**config.mk**
```make
export PLATFORM = sky130hd
export DESIGN_NAME = fetch_stage
export DESIGN_NICKNAME = d
export VERILOG_FILES = /design/src/rtl/cpu_pkg.sv /design/src/rtl/npc.sv /design/src/rtl/fetch_stage.sv
export SDC_FILE = /design/constraint.sdc
export NUM_CORES = 1
export LEC_CHECK = 0
export BUFFER_PORTS_ARGS = -buffer_cell sky130_fd_sc_hd__buf_2
export CORE_MARGIN = 2
export CORE_UTILIZATION = 30
export CTS_BUF_LIST = sky130_fd_sc_hd__clkbuf_16
export CTS_CLUSTER_DIAMETER = 50
export CTS_CLUSTER_SIZE = 8
export DETAILED_ROUTE_END_ITERATION = 12
export HOLD_SLACK_MARGIN = 0.05
export SLEW_MARGIN = 20
export SYNTH_ARGS = -nofsm -noshare
export SYNTH_HDL_FRONTEND = slang
export SYNTH_SLANG_ARGS = --single-unit
```
**constraint.sdc**
```tcl
create_clock -name clk -period 5.3 [get_ports clk]
set_input_delay 0.53 -clock clk [delete_from_list [all_inputs] [get_ports clk]]
set_output_delay 0.53 -clock clk [all_outputs]
set_load 0.02 [all_outputs]
```
**src/rtl/cpu_pkg.sv**
```systemverilog
// Shared CPU definitions: next-PC select encodings (also used by the D-stage decoder)
// and the architectural reset PC.
package cpu_pkg;

   typedef enum logic [1:0] {
      NPC_SEQ = 2'b00,
      NPC_BR  = 2'b01,
      NPC_J   = 2'b10,
      NPC_JR  = 2'b11
   } npc_op_e;

   localparam logic [31:0] PC_RESET = 32'h0000_3000;

endpackage

```
**src/rtl/npc.sv**
```systemverilog
// Next-PC selection for the F stage. Purely combinational.
// Branch and jump targets are built from the D-stage instruction, not from the current PC,
// which gives delayed-branch behaviour: the instruction in F is the delay slot.
module npc
   import cpu_pkg::*;
(
   input  logic [31:0] pc,
   input  logic [1:0]  npc_op,
   input  logic        br_taken,
   input  logic [31:0] pc4_D,
   input  logic [15:0] imm16_D,
   input  logic [25:0] instr_index_D,
   input  logic [31:0] rs_val_D,
   output logic [31:0] npc_o
);

   logic [31:0] pc_plus4;
   logic [31:0] br_off;

   assign pc_plus4 = pc + 32'd4;
   assign br_off   = {{14{imm16_D[15]}}, imm16_D, 2'b00};

   // Select the next PC from the D-stage redirect request.
   always_comb begin
      npc_o = pc_plus4;
      unique case (npc_op)
         NPC_SEQ: npc_o = pc_plus4;
         NPC_BR:  npc_o = br_taken ? (pc4_D + br_off) : pc_plus4;
         NPC_J:   npc_o = {pc4_D[31:28], instr_index_D, 2'b00};
         NPC_JR:  npc_o = rs_val_D;
         default: npc_o = pc_plus4;
      endcase
   end

endmodule

```
**src/rtl/fetch_stage.sv**
```systemverilog
// F stage: owns the PC and fetch counter, drives the instruction memory address and
// hands IR/PC+4/PC+8 to the F/D register.
// Optional fetch address-error check is enabled with FETCH_ADEL_EN.
module fetch_stage
   import cpu_pkg::*;
#(
   parameter logic [31:0] PC_RESET = cpu_pkg::PC_RESET,
   parameter logic [31:0] IM_BASE  = 32'h0000_3000,
   parameter logic [31:0] IM_LIMIT = 32'h0000_6FFF
) (
   input  logic        clk,
   input  logic        reset,
   input  logic        F_en,
   input  logic [1:0]  npc_op,
   input  logic        br_taken,
   input  logic [31:0] pc4_D,
   input  logic [15:0] imm16_D,
   input  logic [25:0] instr_index_D,
   input  logic [31:0] rs_val_D,
   output logic [31:0] i_inst_addr,
   input  logic [31:0] i_inst_rdata,
   output logic [31:0] IR_F,
   output logic [31:0] pc4_F,
   output logic [31:0] pc8_F,
   output logic [31:0] fetch_cnt,
   output logic        fetch_adel
);

`ifdef FETCH_ADEL_EN
   localparam bit AdelEn = 1'b1;
`else
   localparam bit AdelEn = 1'b0;
`endif

   logic [31:0] pc_q, pc_d;
   logic [31:0] fetch_cnt_q, fetch_cnt_d;
   logic        addr_err;

   npc u_npc (
      .pc            (pc_q),
      .npc_op        (npc_op),
      .br_taken      (br_taken),
      .pc4_D         (pc4_D),
      .imm16_D       (imm16_D),
      .instr_index_D (instr_index_D),
      .rs_val_D      (rs_val_D),
      .npc_o         (pc_d)
   );

   assign fetch_cnt_d = fetch_cnt_q + 32'd1;

   // PC and fetch counter: reset dominates; F_en=0 holds both (redirects are not latched).
   always_ff @(posedge clk) begin
      if (reset) begin
         pc_q        <= PC_RESET;
         fetch_cnt_q <= '0;
      end else if (F_en) begin
         pc_q        <= pc_d;
         fetch_cnt_q <= fetch_cnt_d;
      end
   end

   // Misaligned or outside the instruction memory window.
   assign addr_err = (pc_q[1:0] != 2'b00) || (pc_q < IM_BASE) || (pc_q > IM_LIMIT);

   // Fetch outputs; a faulting fetch is replaced by a nop when the check is enabled.
   always_comb begin
      fetch_adel  = AdelEn & addr_err;
      IR_F        = fetch_adel ? 32'h0000_0000 : i_inst_rdata;
      i_inst_addr = pc_q;
      pc4_F       = pc_q + 32'd4;
      pc8_F       = pc_q + 32'd8;
      fetch_cnt   = fetch_cnt_q;
   end

endmodule
```
==> results, run 1 <==
- The final-report setup violation count is 0.
- The worst hold path belongs to the class in -> reg.
- The number of slew-limit violations in the final report is 0.
- Counting every net in the synthesized netlist gives 1054.
- Compared with the post-synthesis result, the final layout area differs by 20.12%.
- The total number of nets in the final design is 1215.
- The clock arrives with 0.007283 ns of skew.
- The commonest non-fill, non-tap cell in the layout is sky130_fd_sc_hd__buf_2.
- The number of placed cells counting well taps is 1302.
- The clock reaches the later pin of the worst-skew pair after 0.34 ns.
- The setup TNS is 0 ns.
- Cells fill 36.70% of the core in the end.
- Across all hold checks on the routed design, the worst slack comes to 0.4896 ns.
- In the final layout, the share of cells above drive strength 1 is 26.85%.
- The clock tree synthesis step divided the H-tree into 3 levels.
- The number of nets with antenna violations after detailed routing is 0.
- The area of the core region is 21020 um^2.
- The x dimension of the die is 150.3 um.
- The initial antenna violation count is 1.
- The area of the die is 22590 um^2.
- The tree is rooted in a sky130_fd_sc_hd__clkbuf_16.
- Across the VDD grid, the largest voltage drop is 0.0001664 V.
- The maximum buffer depth of the clock tree is 2.
- Entering global routing, the biggest net connects 68 pins.
- After filler insertion, the fill cell instance count of the layout stands at 2308.
- The detailed-route wire length is 23620 um.
- The data required time at the worst endpoint is 4.77 ns.
- Yosys printed 0 warnings.
- In the layout the commonest cells are sky130_fd_sc_hd__buf_2 (239), sky130_fd_sc_hd__nor2_1 (98), sky130_fd_sc_hd__nand2_1 (88).
- Sequential elements use 19.95% of the synthesized area.
- After legalization and detailed placement, the total HPWL measured 18260 um.
- CTS saw 64 sinks.
- The diode insertion count for antenna repair is 0.
- After synthesis, the cell types taking the most area are sky130_fd_sc_hd__dfxtp_1 (20%), sky130_fd_sc_hd__xor2_1 (8.2%), sky130_fd_sc_hd__ha_1 (6.2%).
- The detail-routed net length per standard cell is 17.92 um.
- The number of ports placed on the die boundary is 305.
- Data on the critical path arrives at its endpoint at 3.07 ns.
- The reported leakage power is 3.716 nW.
- The total of flip-flops plus latches after synthesis is 64.
- The worst path uses 67.93% of the clock period.
- For the pin with the worst max-slew slack, the measured transition is 0.8748 ns.
- Counting I/O delays and the setup requirement, the final critical path takes 3.600 ns.
- The synthesized design contains 0 enable-type register cells.
- The number of vias per cell is 5.250.
- For this run, asynchronously set or reset flops after synthesis account for 0%.
- The number of clock buffers inserted by TritonCTS is 9.
- The count of buffers inserted at the top-level ports is 239.
- The global-route wire length before repair is 35240 um.
- The tool flagged a number of max-cap violations equal to 0.
- The relative max-transition margin is 41.68%.
- Before antenna repair, the detailed router went through 10 iterations.
- The number of rows created at floorplan is 53.
- The number of global-route vias before repair is 6269.
- The die is 150.3 um tall.
- Global routing used 20.20% of the available tracks across all layers.
- Routability-driven placement finished with a final weighted congestion of 0.9509.
- The dominant cell type by area after synthesis is sky130_fd_sc_hd__dfxtp_1.
- The initial detailed-routing violation count is 428.
- Setup repair after global routing left no endpoint under its margin.
- The type of the worst setup path is reg -> out.
- Summed over its instances, the top area cell type makes up 19.95% of the synthesized netlist area.
- Synthesis produced 877 cells.
- The total power divided by cell area is 222.6 nW/um^2.
- Timing would allow up to 277.8 MHz.
- The worst setup path is captured at an output port.
- Once the floorplan was initialized, standard cells occupied 30.55% of the core.
- The post-synth design cell area is 6422 um^2.
- In this run, post-CTS hold repair placed 0 buffers.
- The synthesized area divided by synthesized cell count is 7.323 um^2.
- In this run, post-CTS repair resized a total of 0 instances.
- The most instantiated flip-flop cell in the synthesis netlist is sky130_fd_sc_hd__dfxtp_1.
- The count of placed standard cells in the final layout, fillers left out is 1318.
- The count of buffers added by post-CTS timing repair for setup is 0.
- The number of library cell types mapped by synthesis is 72.
- The flow ran to the end, and the final reports show no timing, DRC or antenna violations.
- For this run, design rule violations remaining after detail routing come to 0.
- TritonCTS built the clock tree.
- The number of failing hold endpoints at the final stage was 0.
- The global route total overflow is 0.
- After clock tree synthesis, the clock-pin slew on the worst setup and hold paths is 0.06 ns.
- Of all nets on the critical path, the largest fanout is 7.
- The nature of the critical path startpoint is a flip-flop.
- The routed layout has 6920 vias.
per-layer routing:
metal	share of wire, %	routed length [um]	GRT usage [%]	up-vias
li1	-	-	-	3377
met1	45	10570	27.15	3207
met2	46	10770	32.61	304
met3	7.9	1865	4.273	30
met4	1.7	400	5.613	2
met5	0.055	13	0	-
cells by family after synthesis:
kind of cell,share of synthesized area (%)
buf+inv,10.36
xor+xnor,14.30
other cells,0.05839
fa+ha+maj,6.546
simple gates,24.64
mux,4.754
flops,19.95
compound gates,19.38
final cells by class:
class                           count  area (um^2)  area share [%]
Clock buffer                        9        225.2           2.919
Clock inverter                      7        65.06          0.8433
Inverter                           20        75.07          0.9731
Multi-Input combinational cell    697         4476           58.01
Sequential cell                    64         1281           16.61
Tap cell                          275        344.1           4.460
Timing Repair Buffer              246         1249           16.19
registers in the layout, indices dropped and copies added (netlist names):
name,count
i_inst_addr,32
fetch_cnt,32
cells in the mapped netlist (21+ instances only):
| library cell | instances |
|---|---|
| sky130_fd_sc_hd__ha_1 | 32 |
| sky130_fd_sc_hd__dfxtp_1 | 64 |
| sky130_fd_sc_hd__a21oi_1 | 68 |
| sky130_fd_sc_hd__nor2_1 | 98 |
| sky130_fd_sc_hd__nand3_1 | 39 |
| sky130_fd_sc_hd__nand2_1 | 88 |
| sky130_fd_sc_hd__and3_1 | 22 |
| sky130_fd_sc_hd__nor3_1 | 21 |
| sky130_fd_sc_hd__buf_4 | 46 |
| sky130_fd_sc_hd__mux2i_1 | 26 |
| sky130_fd_sc_hd__xor2_1 | 60 |
| sky130_fd_sc_hd__xnor2_1 | 43 |
| sky130_fd_sc_hd__clkbuf_1 | 27 |
| sky130_fd_sc_hd__o21ai_0 | 47 |
worst max-delay path, stage by stage (launching register included):
cell and delay, ns:
sky130_fd_sc_hd__dfxtp_1 0.53, sky130_fd_sc_hd__ha_1 0.32, sky130_fd_sc_hd__nand3_1 0.22, sky130_fd_sc_hd__nor2_1 0.43, sky130_fd_sc_hd__nand2_1 0.10, sky130_fd_sc_hd__nor4_1 0.42
sky130_fd_sc_hd__and3_1 0.29, sky130_fd_sc_hd__xor2_1 0.21, sky130_fd_sc_hd__buf_2 0.21
worst paths after layout:
path                                   endpoint           start  cells after the start  slack, ns
worst min-delay path             i_inst_addr[0]     rs_val_D[0]                      3       0.49
worst max-delay path                  pc4_F[25]  i_inst_addr[3]                      8       1.70
worst min register to register    fetch_cnt[25]   fetch_cnt[25]                      2       0.51
worst max register to register  i_inst_addr[24]  i_inst_addr[3]                     10       2.25
power by group:
part | internal [mW] | switching (mW) | total [mW] | leakage, nW
logic | 0.218 | 0.358 | 0.576 | 3.04
registers | 0.502 | 0.0482 | 0.550 | 0.523
clock network | 0.360 | 0.231 | 0.591 | 0.152
total | 1.08 | 0.637 | 1.72 | 3.72
per-stage QoR:
step | setup WS [ns] | total power, mW | area (um^2)
2_1_floorplan | 2.450 | 0.9731 | 6422
3_3_place_gp | 1.851 | 1.132 | 7425
3_5_place_dp | 1.855 | 1.132 | 7425
4_1_cts | 1.669 | 1.727 | 7715
5_1_grt | 1.415 | 1.809 | 7715
6_report | 1.700 | 1.718 | 7715
No activity file was read; power rests on OpenSTA's default activity.
==> run 2: changes to the inputs <==
- ABC_AREA: not set -> 1
- clock period: 5.3 -> 3.5 ns (I/O delays scaled with it)
==> run 2 against run 1 <==
  * Routed wire length is 26% higher
  * First-iteration DRC count is 60% higher
  * Via count is 26% higher
  * Synthesized cell count is 48% higher
  * Core utilization is 0.10 points higher
  * Non-clock buffer count stayed put
  * Clock skew is 0.0017 ns higher
  * Critical endpoint is now pc4_F[20]
  * Highest routed layer unchanged
==> results, run 2 <==
- Outcome: finished, final reports clean (unchanged).
- The global-route total usage across every layer is 22.64% (was 20.20%).
- The count of maximum capacitance violations is 0 (unchanged).
- The worst-case setup slack after placement is 1.054 ns (was 1.855 ns).
- The net switching power is 1.045 mW (was 636.7 uW).
- The total power draw is 2.737 mW (was 1.718 mW).
- The share of layout cells above drive strength 1 came to 20.55% (was 26.85%).
- The largest net degree at the start of global routing was 38 (was 68).
- The fraction of power spent switching nets was 38.19% (was 37.07%).
- The number of global-route vias before repair came to 8107 (was 6269).
- The quantity of gates resized following cts came to 0 (unchanged).
- The achievable frequency is 352.1 MHz.
- The number of rows created at floorplan was 57 (was 53).
- The end-of-flow core utilization came to 36.80% (was 36.70%).
- The number of nets with antenna violations after detailed routing is 0 (unchanged).
- The share of the synthesized area in the top cell type is 21.09% (was 19.95%).
- The H-tree level count is 3 (unchanged).
- The stage delay of the slowest cell on the critical path came to 0.56 ns (was 0.53 ns).
- The initial standard-cell utilization of the core is 30.39% (was 30.55%).
- The count of buffers added by post-CTS timing repair for setup is 0 (unchanged).
- The total power divided by cell area is 306.7 nW/um^2 (was 222.6 nW/um^2).
- Top cells by area, synth: sky130_fd_sc_hd__nand2_1 (21%), sky130_fd_sc_hd__dfxtp_1 (17%), sky130_fd_sc_hd__inv_1 (10%) (was sky130_fd_sc_hd__dfxtp_1 (20%), sky130_fd_sc_hd__xor2_1 (8.2%), sky130_fd_sc_hd__ha_1 (6.2%)).
- In the finished design, the share of the clock period the worst path needs comes to 81.15%.
- The final critical path time including I/O delays and setup is 2.840 ns.
- The synthesized area divided by synthesized cell count is 5.673 um^2 (was 7.323 um^2).
- The final-report setup violation count is 0 (unchanged).
- The area of the die is 25830 um^2 (was 22590 um^2).
- The dominant cell type by area after synthesis is sky130_fd_sc_hd__nand2_1 (was sky130_fd_sc_hd__dfxtp_1).
- The worst-case clock skew is 0.008964 ns (was 0.007283 ns).
- The CTS root buffer is sky130_fd_sc_hd__clkbuf_16 (unchanged).
- The maximum buffer depth of the clock tree is 2 (unchanged).
- The transition time at the pin with the least slew margin is 0.8489 ns (was 0.8748 ns).
- The clock latency of the later-clocked register in the worst-skew pair came to 0.34 ns (about the same).
- The data required time at the worst endpoint is 3.15 ns (was 4.77 ns).
- Cell Chain, Critical Path: ha_1 > nand3_4 > nor2_2 > nand2_1 > nor2_1 > xor2_1 > inv_1 > buf_2 (was ha_1 > nand3_1 > nor2_1 > nand2_1 > nor4_1 > and3_1 > xor2_1 > buf_2).
- The CTS tree is done (unchanged).
- The type of the worst setup path is reg -> out (unchanged).
- The path category of the worst min-delay check is in -> reg (unchanged).
- The setup slack on the worst flop-to-flop path is 1.08 ns (was 2.25 ns).
- The height of the chip came to 160.7 um (was 150.3 um).
- The most instantiated flip-flop cell in the synthesis netlist is sky130_fd_sc_hd__dfxtp_1 (unchanged).
- The x dimension of the die is 160.7 um (was 150.3 um).
- The initial antenna violation count is 1 (unchanged).
- The reported leakage power is 4.880 nW (was 3.716 nW).
- The number of failing hold endpoints at the final stage is 0 (unchanged).
- The post-synth design cell area was 7370 um^2 (was 6422 um^2).
- The sink count of the clock tree was 64 (unchanged).
- The number of library cell types mapped by synthesis was 49 (was 72).
- The internal power component was 1.692 mW (was 1.081 mW).
- The worst endpoint data arrival time is 2.49 ns (was 3.07 ns).
- The post-synthesis sequential area ratio was 17.39% (was 19.95%).
- The clock share of power was 35.6% (was 34.4%).
- The cell with the biggest individual delay on the critical path is sky130_fd_sc_hd__dfxtp_1 (unchanged).
- The area of the core region is 24250 um^2 (was 21020 um^2).
- The category of the worst setup path capture point is an output port (unchanged).
- The count of buffers inserted at the top-level ports is 239 (unchanged).
- The warning count from the yosys run was 0 (unchanged).
- The number of clock buffers inserted by TritonCTS is 9 (unchanged).
- The commonest non-fill, non-tap cell in the layout is sky130_fd_sc_hd__nand2_1 (was sky130_fd_sc_hd__buf_2).
- The diode insertion count for antenna repair was 0 (unchanged).
- The area growth from synthesis to layout is 21.09% (was 20.12%).
- The post-layout worst setup margin is 0.6597 ns (was 1.700 ns).
- The sum of net half-perimeters after detailed placement is 24670 um (was 18260 um).
- The power share of the combinational group is 34.5% (was 33.5%).
- The worst-path maximum fanout is 11 (was 7).
- The total number of nets in the final design came to 1666 (was 1215).
- The number of fill cells in the layout is 2798 (was 2308).
- The detail-routed net length per standard cell was 16.31 um (was 17.92 um).
- The relative max-transition margin is 43.35% (was 41.68%).
- The number of vias per cell is 4.781 (was 5.250).
- RSZ-0062 raised after global routing: no (unchanged).
- The post-synth net total is 1476 (was 1054).
- The peak supply drop was 0.0001725 V (was 0.0001664 V).
- The final routed DRC violation total is 0 (unchanged).
- The detailed-route wire length is 29660 um (was 23620 um).
- The hold buffer count at cts is 0 (unchanged).
- The initial detailed-routing violation count came to 684 (was 428).
- The via count is 8692 (was 6920).
- The most instantiated library cell after synthesis is sky130_fd_sc_hd__nand2_1 (was sky130_fd_sc_hd__nor2_1).
- The last weighted congestion value of the routability-driven placer was 0.9883 (was 0.9509).
- The total of flip-flops plus latches after synthesis came to 64 (unchanged).
- Commonest cells after routing, fill and taps aside: sky130_fd_sc_hd__nand2_1 (414), sky130_fd_sc_hd__buf_2 (239), sky130_fd_sc_hd__inv_1 (203) (was sky130_fd_sc_hd__buf_2 (239), sky130_fd_sc_hd__nor2_1 (98), sky130_fd_sc_hd__nand2_1 (88)).
- The relative contribution of sequential cells to total power is 29.8% (was 32.1%).
- The count of mapped cells out of synthesis is 1299 (was 877).
- The nature of the critical path startpoint is a flip-flop (unchanged).
- The number of ports placed on the die boundary is 305 (unchanged).
- The async set or reset register ratio after synthesis is 0% (unchanged).
- The clock edge transition at the registers on the reported setup and hold paths came to 0.06 ns (about the same).
- The number of synthesized flops with an enable pin is 0 (unchanged).
- The setup TNS is 0 ns (unchanged).
- The length of the first detailed-routing pass in iterations is 8 (was 10).
- The number of slew-limit violations in the final report came to 0 (unchanged).
- Top cells by count, synth: sky130_fd_sc_hd__nand2_1 (414), sky130_fd_sc_hd__inv_1 (203), sky130_fd_sc_hd__nor2_1 (102), sky130_fd_sc_hd__nand3_1 (87), sky130_fd_sc_hd__a21oi_1 (84) (was sky130_fd_sc_hd__nor2_1 (98), sky130_fd_sc_hd__nand2_1 (88), sky130_fd_sc_hd__a21oi_1 (68), sky130_fd_sc_hd__dfxtp_1 (64), sky130_fd_sc_hd__xor2_1 (60)).
- The global-route wire length before repair was 45680 um (was 35240 um).
- The global route total overflow is 0 (unchanged).
## run 2: changes by cell type in the layout (fill, tap and decap cells not counted), moves of 14 or more
cell and change:
sky130_fd_sc_hd__xnor2_1 -33, sky130_fd_sc_hd__and3_1 -22, sky130_fd_sc_hd__mux2i_1 -26, sky130_fd_sc_hd__a21oi_1 +16, sky130_fd_sc_hd__inv_1 +183, sky130_fd_sc_hd__a21o_1 -14, sky130_fd_sc_hd__nand3_1 +48, sky130_fd_sc_hd__nand2_1 +326
## run 2: cell type report
| cell class | instances | area [um^2] | area share (%) |
|---|---|---|---|
| sequential | 64 | 1281 | 14.36 |
| inverter | 216 | 810.8 | 9.086 |
| multi-input combinational | 952 | 4866 | 54.53 |
| clock inverter | 7 | 86.33 | 0.9675 |
| timing repair buffer | 246 | 1249 | 13.99 |
| clock buffer | 9 | 225.2 | 2.524 |
| tap | 324 | 405.4 | 4.543 |
## run 2: cell families (layout without fill, tap and decap cells)
family                   Yosys count  after routing  share of synthesized area, %
AO/OA/AOI/OAI                    180            180                         13.55
XOR/XNOR                          60             60                         7.233
adder cells (fa/ha/maj)           33             33                         5.705
buffers and inverters            283            478                         16.59
flip-flops                        64             64                         17.39
other                              1              1                       0.05088
AND/OR/NAND/NOR                  678            678                         39.49
## run 2: critical path: cells and delay by family, from the launching register on
family / cells / cell delay (ns)
xor gates and xnor gates: 1 / 0.20
and+or+nand+nor: 4 / 0.79
adders and majority gates: 1 / 0.31
DFF: 1 / 0.56
buffers and inverters: 2 / 0.30
## run 2: worst paths after layout
kind                       start         endpoint  cells after the start
hold reg to reg    fetch_cnt[20]    fetch_cnt[20]                      1
hold / removal          pc4_D[1]   i_inst_addr[1]                      3
setup / recovery  i_inst_addr[2]        pc4_F[20]                      8
setup reg to reg  i_inst_addr[2]  i_inst_addr[28]                     13
## run 2: metrics by stage
step,area [um^2],std cells,hold WS [ns]
2_1_floorplan,7370,1299,0.5334
3_3_place_gp,8612,1802,0.4839
3_5_place_dp,8612,1802,0.4918
4_1_cts,8924,1818,0.2940
5_1_grt,8924,1818,0.3355
6_report,8924,1818,0.3094
## run 2: per-layer routing
layer / up-vias / GRT usage (%) / wire [um]
met2: 334 / 35.60 / 12750
li1: 4444 / - / -
met4: 2 / 5.276 / 584
met1: 3870 / 31.96 / 14020
met3: 42 / 4.365 / 2293
met5: - / 0 / 11
## run 2: power groups by stage
stage | combinational [mW] | clock [mW] | sequential [mW]
6_report | 0.945 | 0.975 | 0.817
5_1_grt | 1.05 | 1.01 | 0.822
4_1_cts | 0.948 | 0.990 | 0.816
3_5_place_dp | 0.943 | 0 | 0.832
3_3_place_gp | 0.945 | 0 | 0.832
2_1_floorplan | 0.637 | 0 | 0.847
==> run 3: changes to the inputs <==
- clock period: 3.5 -> 2.55 ns (I/O delays scaled with it)
==> run 3 against run 2 <==
  * Via count increased by 2.8%
  * Clock skew about the same
  * Critical path depth increased by 1
  * Global-route usage increased by 0.60 points
  * Sequential share of layout area decreased by 0.33 points
  * Sequential power increased by 36%
  * Register-to-register slack got worse by 0.68 ns
  * Routed wire length increased by 2.5%
  * Design area increased by 2.8%
  * Setup slack got worse by 0.59 ns
  * Worst hold slack got worse by 0.092 ns
  * Largest cell class unchanged
  * Highest routed layer is now met4
==> results, run 3 (synthesis gave the netlist of run 2 again) <==
- The category of the worst setup path capture point is an output port (unchanged).
- The clock share of power came to 35.2% (was 35.6%).
- The final routed DRC violation total is 0 (unchanged).
- Outcome: finished, final reports clean (unchanged).
- For the finished layout, the period the worst path requires is 2.485 ns.
- The reported leakage power is 4.995 nW (was 4.880 nW).
- The transition time at the pin with the least slew margin is 0.8046 ns (was 0.8489 ns).
- The initial detailed-routing violation count was 725 (was 684).
- The worst endpoint data arrival time is 2.23 ns (was 2.49 ns).
- The largest net degree at the start of global routing is 38 (unchanged).
- The type of the worst setup path is reg -> out (unchanged).
- The clock latency of the later-clocked register in the worst-skew pair came to 0.35 ns (was 0.34 ns).
- The CTS tree is done (unchanged).
- The data required time at the worst endpoint is 2.30 ns (was 3.15 ns).
- The area of the die is 25830 um^2 (unchanged).
- The number of global-route vias before repair came to 8378 (was 8107).
- The total number of nets in the final design came to 1684 (was 1666).
- The achievable frequency is 402.5 MHz.
- The worst-case setup slack after placement is 0.2328 ns (was 1.054 ns).
- The commonest non-fill, non-tap cell in the layout is sky130_fd_sc_hd__nand2_1 (unchanged).
- The number of nets with antenna violations after detailed routing came to 0 (unchanged).
- The share of layout cells above drive strength 1 is 22.82% (was 20.55%).
- The count of maximum capacitance violations is 0 (unchanged).
- The H-tree level count is 3 (unchanged).
- The maximum buffer depth of the clock tree was 2 (unchanged).
- The worst-path maximum fanout was 6 (was 11).
- The initial antenna violation count is 1 (unchanged).
- The number of slew-limit violations in the final report is 0 (unchanged).
- The initial standard-cell utilization of the core is 30.39% (unchanged).
- The height of the chip was 160.7 um (unchanged).
- The via count is 8932 (was 8692).
- The count of buffers inserted at the top-level ports came to 239 (unchanged).
- The area of the core region was 24250 um^2 (unchanged).
- The global route total overflow is 0 (unchanged).
- The net switching power is 1.451 mW (was 1.045 mW).
- The global-route total usage across every layer was 23.24% (was 22.64%).
- The relative max-transition margin is 46.30% (was 43.35%).
- The total power divided by cell area came to 413.2 nW/um^2 (was 306.7 nW/um^2).
- The number of clock buffers inserted by TritonCTS came to 9 (unchanged).
- The sink count of the clock tree is 64 (unchanged).
- The end-of-flow core utilization was 37.85% (was 36.80%).
- The global-route wire length before repair is 47020 um (was 45680 um).
- The number of vias per cell is 4.865 (was 4.781).
- The number of failing hold endpoints at the final stage came to 0 (unchanged).
- The sum of net half-perimeters after detailed placement came to 25160 um (was 24670 um).
- The number of rows created at floorplan came to 57 (unchanged).
- The detail-routed net length per standard cell is 16.56 um (was 16.31 um).
- The nature of the critical path startpoint is a flip-flop (unchanged).
- The internal power component is 2.341 mW (was 1.692 mW).
- The hold buffer count at cts is 0 (unchanged).
- The x dimension of the die is 160.7 um (unchanged).
- The clock edge transition at the registers on the reported setup and hold paths is 0.06 ns (about the same).
- The number of ports placed on the die boundary is 305 (unchanged).
- Dividing the final minimum period by the clock period gives 97.44%.
- RSZ-0062 raised after global routing: yes (was no).
- The diode insertion count for antenna repair is 0 (unchanged).
- The path category of the worst min-delay check is in -> reg (unchanged).
- The last weighted congestion value of the routability-driven placer is 1.007 (was 0.9883).
- The area growth from synthesis to layout was 24.53% (was 21.09%).
- The final-report setup violation count came to 0 (unchanged).
- The detailed-route wire length is 30400 um (was 29660 um).
- The CTS root buffer is sky130_fd_sc_hd__clkbuf_16 (unchanged).
- The peak supply drop was 0.0002511 V (was 0.0001725 V).
- The post-layout worst setup margin came to 0.06540 ns (was 0.6597 ns).
- The number of fill cells in the layout is 2795 (was 2798).
- Commonest cells after routing, fill and taps aside: sky130_fd_sc_hd__nand2_1 (412), sky130_fd_sc_hd__buf_2 (239), sky130_fd_sc_hd__inv_1 (204) (was sky130_fd_sc_hd__nand2_1 (414), sky130_fd_sc_hd__buf_2 (239), sky130_fd_sc_hd__inv_1 (203)).
- The length of the first detailed-routing pass in iterations is 6 (was 8).
- The relative contribution of sequential cells to total power is 29.3% (was 29.8%).
- The worst-case clock skew was 0.008811 ns (was 0.008964 ns).
- The power share of the combinational group is 35.5% (was 34.5%).
- The fraction of power spent switching nets came to 38.27% (was 38.19%).
==> run 3: worst max-delay path: stages (launching register included) <==
cell and delay, ns:
sky130_fd_sc_hd__dfxtp_2 0.40, sky130_fd_sc_hd__ha_2 0.24, sky130_fd_sc_hd__nand3_1 0.18, sky130_fd_sc_hd__inv_1 0.15, sky130_fd_sc_hd__nand2_1 0.20, sky130_fd_sc_hd__nor2_4 0.19
sky130_fd_sc_hd__nand2_1 0.09, sky130_fd_sc_hd__xor2_1 0.19, sky130_fd_sc_hd__inv_2 0.06, sky130_fd_sc_hd__buf_2 0.17
==> run 3: routing by layer <==
layer  vias to the layer above  wire length, um  track usage (%)  share of wire (%)
met4                         0              721            6.696                2.4
met3                        42             2735            4.778                9.0
met5                         -                0                0                  0
li1                       4473                -                -                  -
met1                      4009            13790            31.93                 45
met2                       408            13150            36.79                 43
==> run 3: power groups by stage <==
stage               clock network [mW]  logic (mW)  registers (mW)
floorplan                            0       0.875            1.16
global placement                     0        1.33            1.13
detailed placement                   0        1.33            1.13
CTS                               1.35        1.34            1.11
global route                      1.40        1.49            1.12
finish                            1.33        1.35            1.11
==> run 3: worst paths after layout <==
check	start	to	slack, ns	cells past startpoint
setup reg to reg	i_inst_addr[13]	i_inst_addr[15]	0.40	8
hold reg to reg	fetch_cnt[4]	fetch_cnt[4]	0.51	1
setup / recovery	i_inst_addr[3]	pc4_F[19]	0.07	9
hold / removal	rs_val_D[4]	i_inst_addr[4]	0.22	3
==> run 3: area by class of cell <==
type	count	area (um^2)	share of cell area, %
clock inverter	7	87.58	0.9543
tap	324	405.4	4.417
timing repair buffer	264	1384	15.08
sequential	64	1287	14.03
multi-input combinational	952	4977	54.23
inverter	216	810.8	8.834
clock buffer	9	225.2	2.454
==> run 3: repair_timing <==
action	4_1_cts	5_1_grt
endpoints found under the setup margin	13	22
endpoints found under the hold margin	0	0
pin swaps	0	3
cloned	0	0
resized for setup	4	24
setup buffers	0	4
==> run 3: per-stage QoR <==
| stage | std cells | instance area [um^2] | setup TNS (ns) | hold slack [ns] | total power, mW |
|---|---|---|---|---|---|
| 2_1_floorplan | 1299 | 7370 | 0 | 0.4384 | 2.038 |
| 3_3_place_gp | 1816 | 8717 | 0 | 0.4839 | 2.456 |
| 3_5_place_dp | 1816 | 8717 | 0 | 0.4966 | 2.458 |
| 4_1_cts | 1832 | 9041 | -0.04745 | 0.2152 | 3.798 |
| 5_1_grt | 1836 | 9178 | -0.1397 | 0.2270 | 4.005 |
| 6_report | 1836 | 9178 | 0 | 0.2176 | 3.792 |
